`config.mk`:
```
export PLATFORM = sky130hd
export DESIGN_NAME = edge_detector_zc_flat
export DESIGN_NICKNAME = d
export VERILOG_FILES = /design/src/rtl/edge_detector_zc_if.sv /design/src/rtl/edge_detector_zc.sv /design/src/flat_wrapper.sv
export SDC_FILE = /design/constraint.sdc
export NUM_CORES = 1
export LEC_CHECK = 0
export ABC_AREA = 0
export CAP_MARGIN = 20
export CORE_MARGIN = 4
export CORE_UTILIZATION = 60
export CTS_BUF_LIST = sky130_fd_sc_hd__clkbuf_8
export CTS_CLUSTER_SIZE = 14
export DETAILED_ROUTE_END_ITERATION = 10
export PLACE_DENSITY = 0.82
export SLEW_MARGIN = 20
export SYNTH_ARGS = -nofsm -noshare
export SYNTH_HDL_FRONTEND = slang
export SYNTH_SLANG_ARGS = --single-unit
```
`constraint.sdc`:
```
create_clock -name clk -period 6.1 [get_ports clk]
set_input_delay 0.61 -clock clk [delete_from_list [all_inputs] [get_ports clk]]
set_output_delay 0.61 -clock clk [all_outputs]
set_load 0.05 [all_outputs]
```
`src/rtl/edge_detector_zc_if.sv`:
```
// Sample/edge bus for edge_detector_zc: the sample stream in, the second
// difference and edge measurements out.
interface edge_detector_zc_if #(
    parameter int DATA_WIDTH  = 20,
    parameter int COUNT_WIDTH = 16
);
    logic                          in_valid;
    logic [DATA_WIDTH-1:0]         in_data;
    logic signed [DATA_WIDTH+1:0]  d_value;
    logic                          d_valid;
    logic                          pulse;
    logic                          pulse_dir;
    logic [COUNT_WIDTH-1:0]        edge_count;
    logic [COUNT_WIDTH-1:0]        interval;
    logic                          interval_valid;

    modport master (
        output in_valid, in_data,
        input  d_value, d_valid, pulse, pulse_dir,
        input  edge_count, interval, interval_valid
    );

    modport slave (
        input  in_valid, in_data,
        output d_value, d_valid, pulse, pulse_dir,
        output edge_count, interval, interval_valid
    );
endinterface

```
`src/rtl/edge_detector_zc.sv`:
```
// Laplacian zero-crossing edge detector: second difference over a 3-sample
// window, dead-band classification, direction filter, holdoff and interval timing.
module edge_detector_zc #(
    parameter int DATA_WIDTH  = 20,
    parameter int THRESH      = 4,
    parameter int HOLDOFF     = 0,
    parameter int EDGE_MODE   = 0,
    parameter int COUNT_WIDTH = 16
) (
    input  logic              clk,
    input  logic              rst,
    edge_detector_zc_if.slave bus
);

    localparam int DW2 = DATA_WIDTH + 2;
    localparam int HW  = (HOLDOFF > 0) ? $clog2(HOLDOFF + 1) : 1;

    localparam logic signed [DW2-1:0] THR_POS = DW2'(THRESH);
    localparam logic signed [DW2-1:0] THR_NEG = -THR_POS;

    localparam logic [1:0] SIGN_NONE = 2'd0;
    localparam logic [1:0] SIGN_POS  = 2'd1;
    localparam logic [1:0] SIGN_NEG  = 2'd2;

    logic [DATA_WIDTH-1:0]  w0_q, w0_d;
    logic [DATA_WIDTH-1:0]  w1_q, w1_d;
    logic [1:0]             fill_q, fill_d;
    logic [1:0]             sign_q, sign_d;
    logic [HW-1:0]          hold_q, hold_d;
    logic [COUNT_WIDTH-1:0] smp_q, smp_d;
    logic signed [DW2-1:0]  d_value_q, d_value_d;
    logic                   d_valid_q, d_valid_d;
    logic                   pulse_q, pulse_d;
    logic                   pulse_dir_q, pulse_dir_d;
    logic [COUNT_WIDTH-1:0] edge_count_q, edge_count_d;
    logic [COUNT_WIDTH-1:0] interval_q, interval_d;
    logic                   interval_valid_q, interval_valid_d;

    logic signed [DW2-1:0]  d_calc;
    logic                   d_ok, is_pos, is_neg, rising, falling, dir_ok, emit;

    function automatic logic [COUNT_WIDTH-1:0] sat_inc(input logic [COUNT_WIDTH-1:0] v);
        return (&v) ? v : v + COUNT_WIDTH'(1);
    endfunction

    // Zero-extended operands keep the result exact: |d| <= 2^(DATA_WIDTH+1)-2.
    assign d_calc  = {2'b00, bus.in_data} - ({2'b00, w0_q} << 1) + {2'b00, w1_q};
    assign d_ok    = (fill_q >= 2'd2);
    assign is_pos  = d_ok && (d_calc >= THR_POS);
    assign is_neg  = d_ok && (d_calc <= THR_NEG);
    assign rising  = (sign_q == SIGN_NEG) && is_pos;
    assign falling = (sign_q == SIGN_POS) && is_neg;
    assign dir_ok  = (rising && (EDGE_MODE != 2)) || (falling && (EDGE_MODE != 1));
    assign emit    = bus.in_valid && dir_ok && (hold_q == '0);

    always_comb begin
        // NOTE: every next-state value starts from its hold value so no path
        // leaves a signal unassigned, which would otherwise infer a latch.
        w0_d             = w0_q;
        w1_d             = w1_q;
        fill_d           = fill_q;
        sign_d           = sign_q;
        hold_d           = hold_q;
        smp_d            = smp_q;
        d_value_d        = d_value_q;
        d_valid_d        = d_valid_q;
        pulse_d          = 1'b0;
        pulse_dir_d      = pulse_dir_q;
        edge_count_d     = edge_count_q;
        interval_d       = interval_q;
        interval_valid_d = interval_valid_q;

        if (bus.in_valid) begin
            w1_d = w0_q;
            w0_d = bus.in_data;
            if (fill_q != 2'd3) fill_d = fill_q + 2'd1;

            if (d_ok) begin
                d_value_d = d_calc;
                d_valid_d = 1'b1;
            end

            // Dead-band samples leave the remembered polarity untouched.
            if (is_pos)      sign_d = SIGN_POS;
            else if (is_neg) sign_d = SIGN_NEG;

            if (emit) begin
                pulse_d      = 1'b1;
                pulse_dir_d  = rising;
                edge_count_d = sat_inc(edge_count_q);
                hold_d       = HW'(HOLDOFF);
                if (edge_count_q != '0) begin
                    interval_d       = sat_inc(smp_q);
                    interval_valid_d = 1'b1;
                end
                smp_d = '0;
            end else begin
                if (hold_q != '0) hold_d = hold_q - HW'(1);
                smp_d = sat_inc(smp_q);
            end
        end
    end

    // NOTE: state registers use non-blocking assignments so every flop samples
    // the pre-edge values, independent of statement order.
    always_ff @(posedge clk) begin
        if (rst) begin
            w0_q             <= '0;
            w1_q             <= '0;
            fill_q           <= '0;
            sign_q           <= SIGN_NONE;
            hold_q           <= '0;
            smp_q            <= '0;
            d_value_q        <= '0;
            d_valid_q        <= 1'b0;
            pulse_q          <= 1'b0;
            pulse_dir_q      <= 1'b0;
            edge_count_q     <= '0;
            interval_q       <= '0;
            interval_valid_q <= 1'b0;
        end else begin
            w0_q             <= w0_d;
            w1_q             <= w1_d;
            fill_q           <= fill_d;
            sign_q           <= sign_d;
            hold_q           <= hold_d;
            smp_q            <= smp_d;
            d_value_q        <= d_value_d;
            d_valid_q        <= d_valid_d;
            pulse_q          <= pulse_d;
            pulse_dir_q      <= pulse_dir_d;
            edge_count_q     <= edge_count_d;
            interval_q       <= interval_d;
            interval_valid_q <= interval_valid_d;
        end
    end

    assign bus.d_value        = d_value_q;
    assign bus.d_valid        = d_valid_q;
    assign bus.pulse          = pulse_q;
    assign bus.pulse_dir      = pulse_dir_q;
    assign bus.edge_count     = edge_count_q;
    assign bus.interval       = interval_q;
    assign bus.interval_valid = interval_valid_q;

endmodule
```
`src/flat_wrapper.sv`:
```
// flat-port wrapper written by rule: the top's interface ports become plain ports
module edge_detector_zc_flat 
#(
    parameter int DATA_WIDTH  = 20,
    parameter int THRESH      = 4,
    parameter int HOLDOFF     = 0,
    parameter int EDGE_MODE   = 0,
    parameter int COUNT_WIDTH = 16
)
  (clk, rst, bus_in_valid, bus_in_data, bus_d_value, bus_d_valid, bus_pulse, bus_pulse_dir, bus_edge_count, bus_interval, bus_interval_valid);
  edge_detector_zc_if #(.DATA_WIDTH(DATA_WIDTH), .COUNT_WIDTH(COUNT_WIDTH)) bus_i ();
  input  logic clk;
  input  logic rst;
  input wire logic [$bits(bus_i.in_valid)-1:0] bus_in_valid;
  input wire logic [$bits(bus_i.in_data)-1:0] bus_in_data;
  output wire logic [$bits(bus_i.d_value)-1:0] bus_d_value;
  output wire logic [$bits(bus_i.d_valid)-1:0] bus_d_valid;
  output wire logic [$bits(bus_i.pulse)-1:0] bus_pulse;
  output wire logic [$bits(bus_i.pulse_dir)-1:0] bus_pulse_dir;
  output wire logic [$bits(bus_i.edge_count)-1:0] bus_edge_count;
  output wire logic [$bits(bus_i.interval)-1:0] bus_interval;
  output wire logic [$bits(bus_i.interval_valid)-1:0] bus_interval_valid;
  assign bus_i.in_valid = bus_in_valid;
  assign bus_i.in_data = bus_in_data;
  assign bus_d_value = bus_i.d_value;
  assign bus_d_valid = bus_i.d_valid;
  assign bus_pulse = bus_i.pulse;
  assign bus_pulse_dir = bus_i.pulse_dir;
  assign bus_edge_count = bus_i.edge_count;
  assign bus_interval = bus_i.interval;
  assign bus_interval_valid = bus_i.interval_valid;
  edge_detector_zc #(.DATA_WIDTH(DATA_WIDTH), .THRESH(THRESH), .HOLDOFF(HOLDOFF), .EDGE_MODE(EDGE_MODE), .COUNT_WIDTH(COUNT_WIDTH)) u_core (.clk(clk), .rst(rst), .bus(bus_i));
endmodule
```
==> summary.md <==
| Metric | Value |
|---|---|
| Status | `completed` |
| Root buffer cell | `clkbuf_8` |
| Post-synth EDFFs | `0` |
| Max Clk Rate | `205 MHz` |
| Syn avg cell area | `8.37 sq um` |
| Clock share of power | `0.325` |
| All-Layer GR Usage | `0.221` |
| DIE AREA | `0.0140 sq mm` |
| Largest stage delay, worst path | `0.63 ns` |
| # resized after CTS | `0` |
| Post-Syn Area | `about 0.0073 sq mm` |
| Cell Area, Placed | `0.00809 sq mm` |
| Initial antenna violation count | `0` |
| First-pass GRT wire length | `26000 microns` |
| Max IR drop VDD | `212 uV` |
| CP max-delay cell | `or3_1` |
| Synth Net Count | `940` |
| Static leakage | `0.00356 uW` |
| Area of the multi-input gates | `0.00437 sq mm` |
| Longest Clk Path Bufs | `2` |
| Critical path buffer and inverter count | `4` |
| Primary FF master, synth | `dfxtp_1` |
| Grt total ovfl | `0` |
| Avg WL per Cell | `between 10 and 15 microns` |
| Worst-Margin Slew | `1.02 ns` |
| Initial Util | `0.610` |
| IO Count | `a little over 80` |
| Syn Inst Count | `872` |
| Total number of vias | `6068` |
| Worst Clk Skew | `0.0142 ns` |
| Seq cells post-synth | `118` |
| Final min period | `4.88 ns` |
| Starting DRT DRC Count | `417` |
| Drt drc | `0` |
| CP cell instances | `clkdlybuf4s50_1 -> inv_1 -> fa_1 -> inv_1 -> ha_1 -> a21oi_1 -> nor2_1 -> nor2_1 -> a311oi_1 -> a211o_1 -> a21o_1 -> or2_1 -> or3_1 -> buf_4 -> a21oi_2 -> mux2_4` |
| Reg area | `0.00236 sq mm` |
| Final hold violation count | `0` |
| Max_cap viols | `0` |
| Final wirelength | `approximately 15000 microns` |
| P_int | `between 1000 and 1500 uW` |
| Vias in the first global route | `5624` |
| DRT antenna net count | `0` |
| Startpoint Class | `primary input` |
| Yosys top cell area share | `0.324` |
| Fin crit share | `0.800` |
| Inserted Diodes | `0` |
| Share of layout cells above drive strength 1 | `0.0809` |
| Net Sw Frac | `0.336` |
| Die Wd | `around 120 microns` |
| Psw | `713 uW` |
| RSZ-0062 raised after global routing | `false` |
| Sequential share of the synthesized area | `0.324` |
| Final setup vio count | `0` |
| Reg2Reg Setup Slack | `between 1.5 and 2 ns` |
| H-tree depth | `4` |
| Final Hold Slack | `about 0.40 ns` |
| Max-slew headroom | `0.322` |
| Most common cell in the netlist | `dfxtp_1` |
| Fraction of registers with async set/reset | `0` |
| Ranking of synthesized cells by area | `dfxtp_1, mux2i_1, fa_1` |
| PortBufs | `80` |
| Detailed-placement wirelength estimate | `11000 microns` |
| Largest net degree at the start of global routing | `117` |
| Clk_lat worst skew | `~0.46 ns` |
| Clock buffer count from CTS | `17` |
| CTS tree | `built` |
| First-pass detailed-route iteration total | `5` |
| Hold Buf Count CTS | `0` |
| Row cnt | `40` |
| Floorplan Core Area | `0.0120 sq mm` |
| Final TNS setup | `0 ns` |
| Fill count | `972` |
| Post-layout instance area | `0.00848 sq mm` |
| CP Class | `in -> reg` |
| Syn. warnings | `0` |
| TritonCTS Sinks | `118` |
| Synth area leader | `dfxtp_1` |
| Critical Path AT | `5.22 ns` |
| Worst-path maximum fanout | `14` |
| Routability-driven placement congestion ratio | `approximately 0.86` |
| Cell family with most CP delay | `simple AND/OR/NAND/NOR gates` |
| Most frequent cells after synthesis | `dfxtp_1, nor2_1, inv_1, nand2_1, mux2i_1` |
| Slew Limit Fails | `0` |
| Worst min path class | `in -> reg` |
| NumNets Final | `995` |
| Count of different cell masters after synthesis | `74` |
| Via density | `5.58` |
| Seq pwr share | `0.391` |
| PD cells | `250 mW/mm^2` |
| Post-CTS Setup Inserts | `0` |
| Die Height | `118 microns` |
| Required @ worst endpoint | `about 6.4 ns` |
| Combinational fraction of design power | `0.283` |
| Area Overhead vs Synth | `16.3%` |
| CP endpoint kind | `flip-flop` |
| Clk slew on worst S/H paths | `about 0.060 ns` |
==> flip-flops by register name, indices dropped and copies added (netlist names), 2 cells and up <==
register	cells
u_core.sign_q	2
u_core.bus.interval	16
u_core.fill_q	2
u_core.bus.edge_count	16
u_core.w0_q	20
u_core.w1_q	20
u_core.bus.d_value	22
u_core.smp_q	16
==> power by group through the flow <==
stage / combinational (uW) / sequential (uW) / clock (uW)
after floorplan: 404 / 900 / 0
after global placement: 588 / 847 / 0
after detailed placement: 594 / 848 / 0
after CTS: 599 / 831 / 708
after global routing: 669 / 835 / 738
final: 602 / 831 / 691
==> logic make-up after synthesis <==
kind of cell	Yosys count	synth area share
AND/OR/NAND/NOR	314	0.209
AO/OA/AOI/OAI	150	0.148
buffers and inverters	142	0.0779
flip-flops	118	0.324
multiplexers	68	0.102
adder cells (fa/ha/maj)	45	0.0967
XOR/XNOR	35	0.0420
==> per-layer routing <==
metal,GRT usage,vias up,routed length (microns)
li1,-,3085,-
met1,0.284,2845,6900
met2,0.369,120,7430
met3,0.0555,18,621
met4,0.0615,0,196
met5,0,-,0
==> cell usage in the layout, fill, tap and decap left out, types with 7 or more instances in the layout <==
cell / n
nand4_1: 19
o211a_1: 8
nor2b_1: 20
a211oi_1: 16
mux2i_1: 51
or3_1: 7
nor2_1: 96
fa_1: 19
ha_1: 26
o211ai_1: 8
nor4_1: 8
inv_1: 94
nor3_1: 21
a21o_1: 9
and3_1: 8
o21ai_0: 9
xnor2_1: 16
mux2_4: 12
xor2_1: 19
nand2_1: 81
a21oi_1: 44
nand3_1: 23
a21oi_2: 12
clkdlybuf4s50_1: 78
clkbuf_8: 23
dfxtp_1: 118
==> area by class of cell <==
class / count / area share
clock inverters: 9 / 0.00870
clock buffers: 23 / 0.0373
multi-input cells: 612 / 0.515
inverters: 94 / 0.0416
repair buffers: 84 / 0.0975
well taps: 147 / 0.0217
flip-flops and latches: 118 / 0.278
==> path summary, 6_finish.rpt <==
| path | to | depth (start not counted) | startpoint |
|---|---|---|---|
| setup / recovery | u_core.bus.edge_count[2] | 16 | bus_in_data[8] |
| hold / removal | u_core.bus.interval[6] | 2 | rst |
| setup reg to reg | u_core.bus.edge_count[2] | 15 | u_core.w1_q[8] |
| hold reg to reg | u_core.bus.d_value[4] | 2 | u_core.bus.d_value[4] |
==> stage by stage <==
stage,util,power (uW),worst slack (ns),instances
3_5_place_dp,0.676,1440,0.794,1055
2_1_floorplan,-,1300,2.04,872
6_report,0.709,2120,1.22,1087
3_3_place_gp,0.676,1430,0.882,1055
5_1_grt,0.709,2240,0.828,1087
4_1_cts,0.709,2140,1.28,1087
Power figures use the tool's default switching activity.
